[src/rtl/roi_frame_decider.sv]
// Per-frame ROI red-average decider: accumulate, restoring divide, hysteresis + debounce -> MoveSignal.
// Optional ROI_OVERLAY_EN adds a registered RGB pass-through that paints a green band around the ROI.
module roi_frame_decider #(
    parameter int ROI_X0   = 270,
    parameter int ROI_X1   = 370,
    parameter int ROI_Y0   = 160,
    parameter int ROI_Y1   = 320,
    parameter int H_LAST   = 639,
    parameter int V_LAST   = 479,
    parameter int SUM_W    = 24,
    parameter int CNT_W    = 16,
    parameter int DEBOUNCE = 2
) (
    input  logic       Clk,
    input  logic       RST_n,
    input  logic       pix_valid,
    input  logic [9:0] Draw_X,
    input  logic [9:0] Draw_Y,
    input  logic [7:0] oVGA_R,
    input  logic [7:0] thr_hi,
    input  logic [7:0] thr_lo,
`ifdef ROI_OVERLAY_EN
    input  logic [7:0] oVGA_G,
    input  logic [7:0] oVGA_B,
    output logic [7:0] out_R,
    output logic [7:0] out_G,
    output logic [7:0] out_B,
`endif
    output logic [7:0] avg_out,
    output logic       avg_valid,
    output logic       MoveSignal,
    output logic       overrun
);
    localparam int BW = (SUM_W > 1) ? $clog2(SUM_W) : 1;
    localparam int DW = $clog2(DEBOUNCE + 1);

    typedef enum logic [1:0] {ACCUM, DIVIDE, DECIDE} state_t;
    state_t state, state_nxt;

    logic             in_roi, roi_hit, frame_end;
    logic [SUM_W-1:0] sum_acc, snap_sum;
    logic [CNT_W-1:0] cnt_acc, snap_cnt;
    logic [SUM_W-1:0] div_q;
    logic [CNT_W-1:0] div_den, div_rem, diff;
    logic [CNT_W:0]   trial;
    logic             ge, den_zero;
    logic [BW-1:0]    bcnt;
    logic [DW-1:0]    dcnt, dcnt_inc;
    logic [7:0]       avg_calc;
    logic             target;
    logic             load_div, shift_en, decide_en;

    assign in_roi    = (Draw_X >= 10'(ROI_X0)) && (Draw_X < 10'(ROI_X1)) &&
                       (Draw_Y >= 10'(ROI_Y0)) && (Draw_Y < 10'(ROI_Y1));
    assign roi_hit   = pix_valid && in_roi;
    assign frame_end = pix_valid && (Draw_X == 10'(H_LAST)) && (Draw_Y == 10'(V_LAST));

    // The frame-end pixel itself still belongs to the ending frame.
    assign snap_sum = sum_acc + (roi_hit ? SUM_W'(oVGA_R) : SUM_W'(0));
    assign snap_cnt = cnt_acc + (roi_hit ? CNT_W'(1) : CNT_W'(0));

    always_ff @(posedge Clk or negedge RST_n) begin
        if (!RST_n) begin
            sum_acc <= '0;
            cnt_acc <= '0;
        end else if (frame_end) begin
            sum_acc <= '0;
            cnt_acc <= '0;
        end else if (roi_hit) begin
            sum_acc <= snap_sum;
            cnt_acc <= snap_cnt;
        end
    end

    // FSM: state register
    always_ff @(posedge Clk or negedge RST_n) begin
        if (!RST_n) state <= ACCUM;
        else        state <= state_nxt;
    end

    // FSM: next state
    always_comb begin
        state_nxt = state;
        case (state)
            ACCUM:   if (frame_end) state_nxt = DIVIDE;
            DIVIDE:  if (bcnt == BW'(SUM_W - 1)) state_nxt = DECIDE;
            DECIDE:  state_nxt = ACCUM;
            default: state_nxt = ACCUM;
        endcase
    end

    // FSM: outputs
    always_comb begin
        load_div  = 1'b0;
        shift_en  = 1'b0;
        decide_en = 1'b0;
        case (state)
            ACCUM:   load_div  = frame_end;
            DIVIDE:  shift_en  = 1'b1;
            DECIDE:  decide_en = 1'b1;
            default: ;
        endcase
    end

    // Restoring divider: div_q starts as the dividend and shifts into the quotient.
    assign den_zero = (div_den == '0);
    assign trial    = {div_rem, div_q[SUM_W-1]};
    assign ge       = trial >= {1'b0, div_den};
    assign diff     = trial[CNT_W-1:0] - div_den;

    always_ff @(posedge Clk or negedge RST_n) begin
        if (!RST_n) begin
            div_q   <= '0;
            div_den <= '0;
            div_rem <= '0;
            bcnt    <= '0;
        end else if (load_div) begin
            div_q   <= snap_sum;
            div_den <= snap_cnt;
            div_rem <= '0;
            bcnt    <= '0;
        end else if (shift_en) begin
            bcnt <= bcnt + BW'(1);
            if (!den_zero) begin
                div_rem <= ge ? diff : trial[CNT_W-1:0];
                div_q   <= {div_q[SUM_W-2:0], ge};
            end
        end
    end

    assign avg_calc = den_zero            ? 8'd0 :
                      (|div_q[SUM_W-1:8]) ? 8'hFF : div_q[7:0];
    assign target   = (avg_calc >= thr_hi) ? 1'b1 :
                      (avg_calc <  thr_lo) ? 1'b0 : MoveSignal;
    assign dcnt_inc = dcnt + DW'(1);

    always_ff @(posedge Clk or negedge RST_n) begin
        if (!RST_n) begin
            avg_out    <= '0;
            avg_valid  <= 1'b0;
            MoveSignal <= 1'b0;
            dcnt       <= '0;
        end else begin
            avg_valid <= decide_en;
            if (decide_en) begin
                avg_out <= avg_calc;
                if (target != MoveSignal) begin
                    if (dcnt_inc >= DW'(DEBOUNCE)) begin
                        MoveSignal <= ~MoveSignal;
                        dcnt       <= '0;
                    end else begin
                        dcnt <= dcnt_inc;
                    end
                end else begin
                    dcnt <= '0;
                end
            end
        end
    end

    // A frame ending while the divider is busy is lost; flag it until reset.
    always_ff @(posedge Clk or negedge RST_n) begin
        if (!RST_n)                           overrun <= 1'b0;
        else if (frame_end && state != ACCUM) overrun <= 1'b1;
    end

`ifdef ROI_OVERLAY_EN
    logic in_outer, in_band;
    assign in_outer = (Draw_X >= 10'(ROI_X0 - 4)) && (Draw_X <= 10'(ROI_X1 + 3)) &&
                      (Draw_Y >= 10'(ROI_Y0 - 4)) && (Draw_Y <= 10'(ROI_Y1 + 3));
    assign in_band  = in_outer && !in_roi;

    always_ff @(posedge Clk or negedge RST_n) begin
        if (!RST_n) begin
            out_R <= '0;
            out_G <= '0;
            out_B <= '0;
        end else if (in_band) begin
            out_R <= 8'h00;
            out_G <= 8'hFF;
            out_B <= 8'h00;
        end else begin
            out_R <= oVGA_R;
            out_G <= oVGA_G;
            out_B <= oVGA_B;
        end
    end
`endif

endmodule
[config.mk]
export PLATFORM = sky130hd
export DESIGN_NAME = roi_frame_decider
export DESIGN_NICKNAME = d
export VERILOG_FILES = /design/src/rtl/roi_frame_decider.sv
export SDC_FILE = /design/constraint.sdc
export NUM_CORES = 1
export LEC_CHECK = 0
export BUFFER_PORTS_ARGS = -buffer_cell sky130_fd_sc_hd__clkbuf_2
export CAP_MARGIN = 0
export CORE_ASPECT_RATIO = 1.1
export CORE_MARGIN = 3
export CORE_UTILIZATION = 30
export CTS_CLUSTER_DIAMETER = 200
export DETAILED_ROUTE_END_ITERATION = 10
export GPL_ROUTABILITY_DRIVEN = 0
export HOLD_SLACK_MARGIN = 0.08
export SYNTH_ARGS = -nofsm -noshare
export SYNTH_HDL_FRONTEND = slang
export SYNTH_SLANG_ARGS = --single-unit
[constraint.sdc]
create_clock -name Clk -period 6.65 [get_ports Clk]
set_input_delay 0.3325 -clock Clk [delete_from_list [all_inputs] [get_ports Clk]]
set_output_delay 0.3325 -clock Clk [all_outputs]
set_load 0.05 [all_outputs]
# == Yosys cells after proc, flatten, opt, wreduce, memory -nomap -nowiden ==
# Cells that the tools add are included.
# totals
ff_bits,116
output_inout_bits,11
# classes
bitwise,1
add_sub_neg,5
n_eq_ne,9
n_reduce_logical,16
muxes,27
order_cmp,8
# ops
operator,count
$mux 24,5
$mux 16,6
$add 24x8->24,1
$mux 8,3
$lt 10x9->1 const B,2
$ge 17x16->1,1
$add 16x1->16,1
$logic_not 16->1,1
$reduce_or 16->1,1
$sub 16x16->16,1
$eq 10x10->1 const B,1
$eq 10x9->1 const B,1
$ge 10x8->1 const B,1
$ge 10x9->1 const B,1
$mux 5,2
$ge 8x8->1,1
$lt 8x8->1,1
$mux 2,4
$logic_and 1x1->1,7
$mux 1,6
$reduce_bool 2->1,3
$add 5x1->5 const B,1
$eq 5x5->1 const B,1
$ne 2x2->1 const B,2
other kinds (11),12

# == Logic depth before layout (Yosys ltp) ==
# depth
word_depth,9
ltp_mapped,16
depth_no_buf,15

# == Least setup slack after synthesis ==
# No wires, ideal clock.
# synth_timing
path_type,input to register
startpoint,input port Draw_X[1]
endpoint,register sum_acc[18]
slack_ns,2.930
arrival_ns,3.596
n_path_buf,1
stages,16
required_ns,6.525
cell_sequence,and3_1 > nor4_1 > nor4b_1 > o211ai_1 > inv_2 > clkbuf_1 > and2_1 > ha_1 > fa_1 > a21o_1 > a21oi_1 > o21bai_1 > a2111oi_4 > nor2_1 > and4_1 > mux2_2
# synth_via
elab_chain_cells,9
word_cells_on_any_way,14
# synth_rtl
element,line_no,source
from (decl),17,"input logic [9:0] Draw_X,"
$ge 10x9->1 or $lt 10x9->1 (tied branches),53,assign in_roi = (Draw_X >= 10'(ROI_X0)) && (Draw_X < 10'(ROI_X1)) &&
$logic_and 1x1->1 (2 in series),53,
$logic_and 1x1->1,54,(Draw_Y >= 10'(ROI_Y0)) && (Draw_Y < 10'(ROI_Y1));
$logic_and 1x1->1,55,assign roi_hit = pix_valid && in_roi;
$mux 8,59,assign snap_sum = sum_acc + (roi_hit ? SUM_W'(oVGA_R) : SUM_W'(0));
$add 24x8->24,59,
$mux 24,69,end else if (roi_hit) begin
$mux 24,66,end else if (frame_end) begin
to (signal assigned),70,sum_acc <= snap_sum;
to (decl),41,"logic [SUM_W-1:0] sum_acc, snap_sum;"
# Several ways; a longest one is shown, not always the timed one. The select of a mux whose other input is x is not followed.
# A chain may end at the register's enable or synchronous reset.

# == Final worst setup path ==
# Same ends and word-level chain as after synthesis.

==> impl_results.md <==
- Status: finished, final reports clean
- CP Launch Type: primary input
- Layout Skew: 0.00627 ns
- # setup viols final: 0
- Die W: 154 um
- Worst r2r src: div_den[1]
- Congestion Overflow GR: 0
- Placed wire-length estimate: 12300 um
- Gr usage total: 0.138
- RSZ-0062 raised after global routing: no
- Fin crit period: 3.83 ns
- WP buf/inv: 3
- Layout cells sized above 1: 0.128
- Worst path arrival time: a little over 4 ns
- Clock root buffer: clkbuf_16
- Die ar.: 0.0261 mm2
- Hold path depth: 4
- TNS Setup: 0 ns
- Core Area: 0.0237 mm2
- GR met2 Demand/Resource: 0.237
- Cells after synthesis: 814
- Worst EP required: 6.95 ns
- Number of I/O port buffers: 57
- Ys flop type: dfrtp_1
- DRC: 0
- Starting DRT DRC Count: 319
- Dominant cell type by area after synthesis: dfrtp_1
- Synth Warn #: 0
- FP Rows: 59
- Crit Path Max Fanout: 35
- Vias in the first global route: 6041
- Top cells by count, synth: dfrtp_1 (116), nand2_1 (99), o21ai_0 (85)
- Total number of vias: 6059
- Distinct cells, synth: 66
- Clk Latency, worst-skew pair: between 0.4 and 0.5 ns
- GR Layer Usage met3: 0.0274
- Die Y-Extent: about 170 um
- FF-to-FF path depth: 9
- EDFF count, synth: 0
- Post-CTS Setup Bufs: 0
- Ant diodes: 0
- Total Routed Length: about 17000 um
- Routed Antenna Nets: 0
- PwrDens: 286 mW/mm2
- Clock transition at the registers of the reported paths: 0.05 ns
- Slew @ Worst Pin: 1.25 ns
- Number of max-cap violations: 0
- H-tree levels: 4
- Largest net degree at the start of global routing: 66
- Crit-path cells: clkbuf_2, and3_1, nor4_1, nor4b_1, o211ai_1, buf_4, inv_2, and2_1, ha_1, fa_1, a21o_1, a21oi_1, o21bai_1, a2111oi_4, nor2_1, and4_1, mux2_2
- Rel. slew slack: 0.157
- Crit path from: Draw_X[1]
- CP endpoint kind: flop
- Hold Buf Count CTS: 1
- Top-count cell post-synth: dfrtp_1
- WL/cell: approximately 15 um
- Drt pass-1 iters: 5
- Sequential fraction of the synthesis area: 0.401
- Levels on crit path: 17
- Main area contributors after synthesis: dfrtp_1 (40%), ha_1 (7.4%), o21ai_0 (5.9%)
- Syn-to-layout area delta: 16.0%
- Slowest-stage cell, CP: a2111oi_4
- Flops & latches, synth: 116
- Min Hold Slack: 0.434 ns
- CP delay by family, top: compound AO/OA/AOI/OAI gates
- CTS tree: yes
- Clock buffer depth: 2
- Initial Util: 0.306
- Crit path kind: in2reg
- First-pass GRT wire length: 29600 um
- Syn nets: 906
- Max Clock Freq: 261 MHz
- Via/cell ratio: 5.13
- Met1 Use GR: 0.174
- Hold path startpoint: oVGA_R[0]
- Clk sinks: 116
- Max stage delay on crit path: 0.65 ns
- TritonCTS Buffers: 17
- Synthesized area per cell: 8.90 um2
- Peak VDD IR: 0.000192 V
- Fin. max-slew vios: 0
- Nets: between 900 and 1000
- Antenna violations before repair: 0
- Post-synth top area share: 0.401
- Post-CTS Resized: 0
- Period utilization: 0.576
- Static Leak: 3.80 nW
- Netlist Area Pre-Place: a little over 0.007 mm2
- Top Ports: 58
- Ys async rst share: 1.00
- Final Hold Violating Endpoints: 0
- Worst Hold Class: in2reg
- Top Usage Layer GRT: met2
-- routing by layer --
layer | routed length (um) | vias up
met5 | 0 | -
met4 | 265 | 0
met3 | 610 | 19
met2 | 8540 | 94
met1 | 7880 | 2911
li1 | - | 3035
-- cells by family (layout without fill, tap and decap cells) --
| group | Yosys count | after routing | synth area share |
|---|---|---|---|
| and+or+nand+nor | 262 | 262 | 0.177 |
| AOI/OAI and AO/OA | 246 | 246 | 0.227 |
| DFF | 116 | 116 | 0.401 |
| buffers and inverters | 91 | 152 | 0.0497 |
| xor gates and xnor gates | 48 | 48 | 0.0580 |
| adders and majority gates | 45 | 45 | 0.0798 |
| muxes | 6 | 6 | 0.00863 |
-- worst register-to-register path: cells and delay by family, from the launching register on --
kind                       cells  cell delay [ns]
and+or+nand+nor                2             0.32
buffers and inverters          1             0.08
adders and majority gates      1             0.35
muxes                          1             0.29
DFF                            1             0.39
AOI/OAI and AO/OA              4             1.71
-- area by class of cell --
cell class                      instances  area [um2]
Sequential cell                       116        2900
Multi-Input combinational cell        607        3990
Inverter                               53         199
Timing Repair Buffer                   67         365
Fill cell                            2439       15300
Clock buffer                           23         468
Clock inverter                          9         104
Tap cell                              305         382
-- power breakdown --
group          leakage (nW)  internal [mW]  switching (mW)
Combinational          2.14          0.286           0.350
Sequential             1.39          0.794          0.0804
Clock                 0.277          0.568           0.326
Total                  3.80           1.65           0.757
-- worst paths after layout --
check / endpoint / slack [ns]
setup / recovery: sum_acc[18] / 2.82
hold / removal: sum_acc[0] / 0.43
setup reg to reg: div_rem[11] / 3.37
hold reg to reg: avg_out[7] / 0.48
max in group asynchronous: cnt_acc[3] / 4.87
min in group asynchronous: div_rem[11] / 0.49
-- per-stage QoR --
stage	setup slack (ns)	utilization	power [mW]	area (um2)	std cells
detailed placement	2.42	0.330	1.52	7830	1147
CTS	2.82	0.355	2.43	8410	1180
floorplan	2.93	-	1.39	7250	814
global route	2.55	0.355	2.56	8410	1180
finish	2.82	0.355	2.40	8410	1180
global placement	2.41	0.330	1.52	7830	1147
-- flip-flops by register name, indices dropped and copies added, names as in the netlist --
signal and cells:
MoveSignal 1, avg_out 8, avg_valid 1, bcnt 5
cnt_acc 16, dcnt 2, div_den 16, div_q 24
div_rem 16, overrun 1, state 2, sum_acc 24
-- layout by cell type, fill, tap and decap left out, types with 6 or more instances in the layout --
master,count
o22ai_1,8
a21o_1,14
a31oi_1,7
nor3_1,10
xor2_1,23
inv_1,52
nor2b_1,6
ha_1,43
nand2_1,99
a22oi_1,23
buf_4,10
o31ai_1,20
nor2_1,39
a22o_1,16
clkbuf_16,17
o21ai_1,8
xnor2_1,25
o21ai_0,85
nand2b_1,8
clkbuf_2,56
dfrtp_1,116
o311ai_1,7
and3_1,13
and2_1,14
nand4_1,11
nor4_1,11
a21oi_1,25
nand3_1,27
No activity file was read; power rests on OpenSTA's default activity.
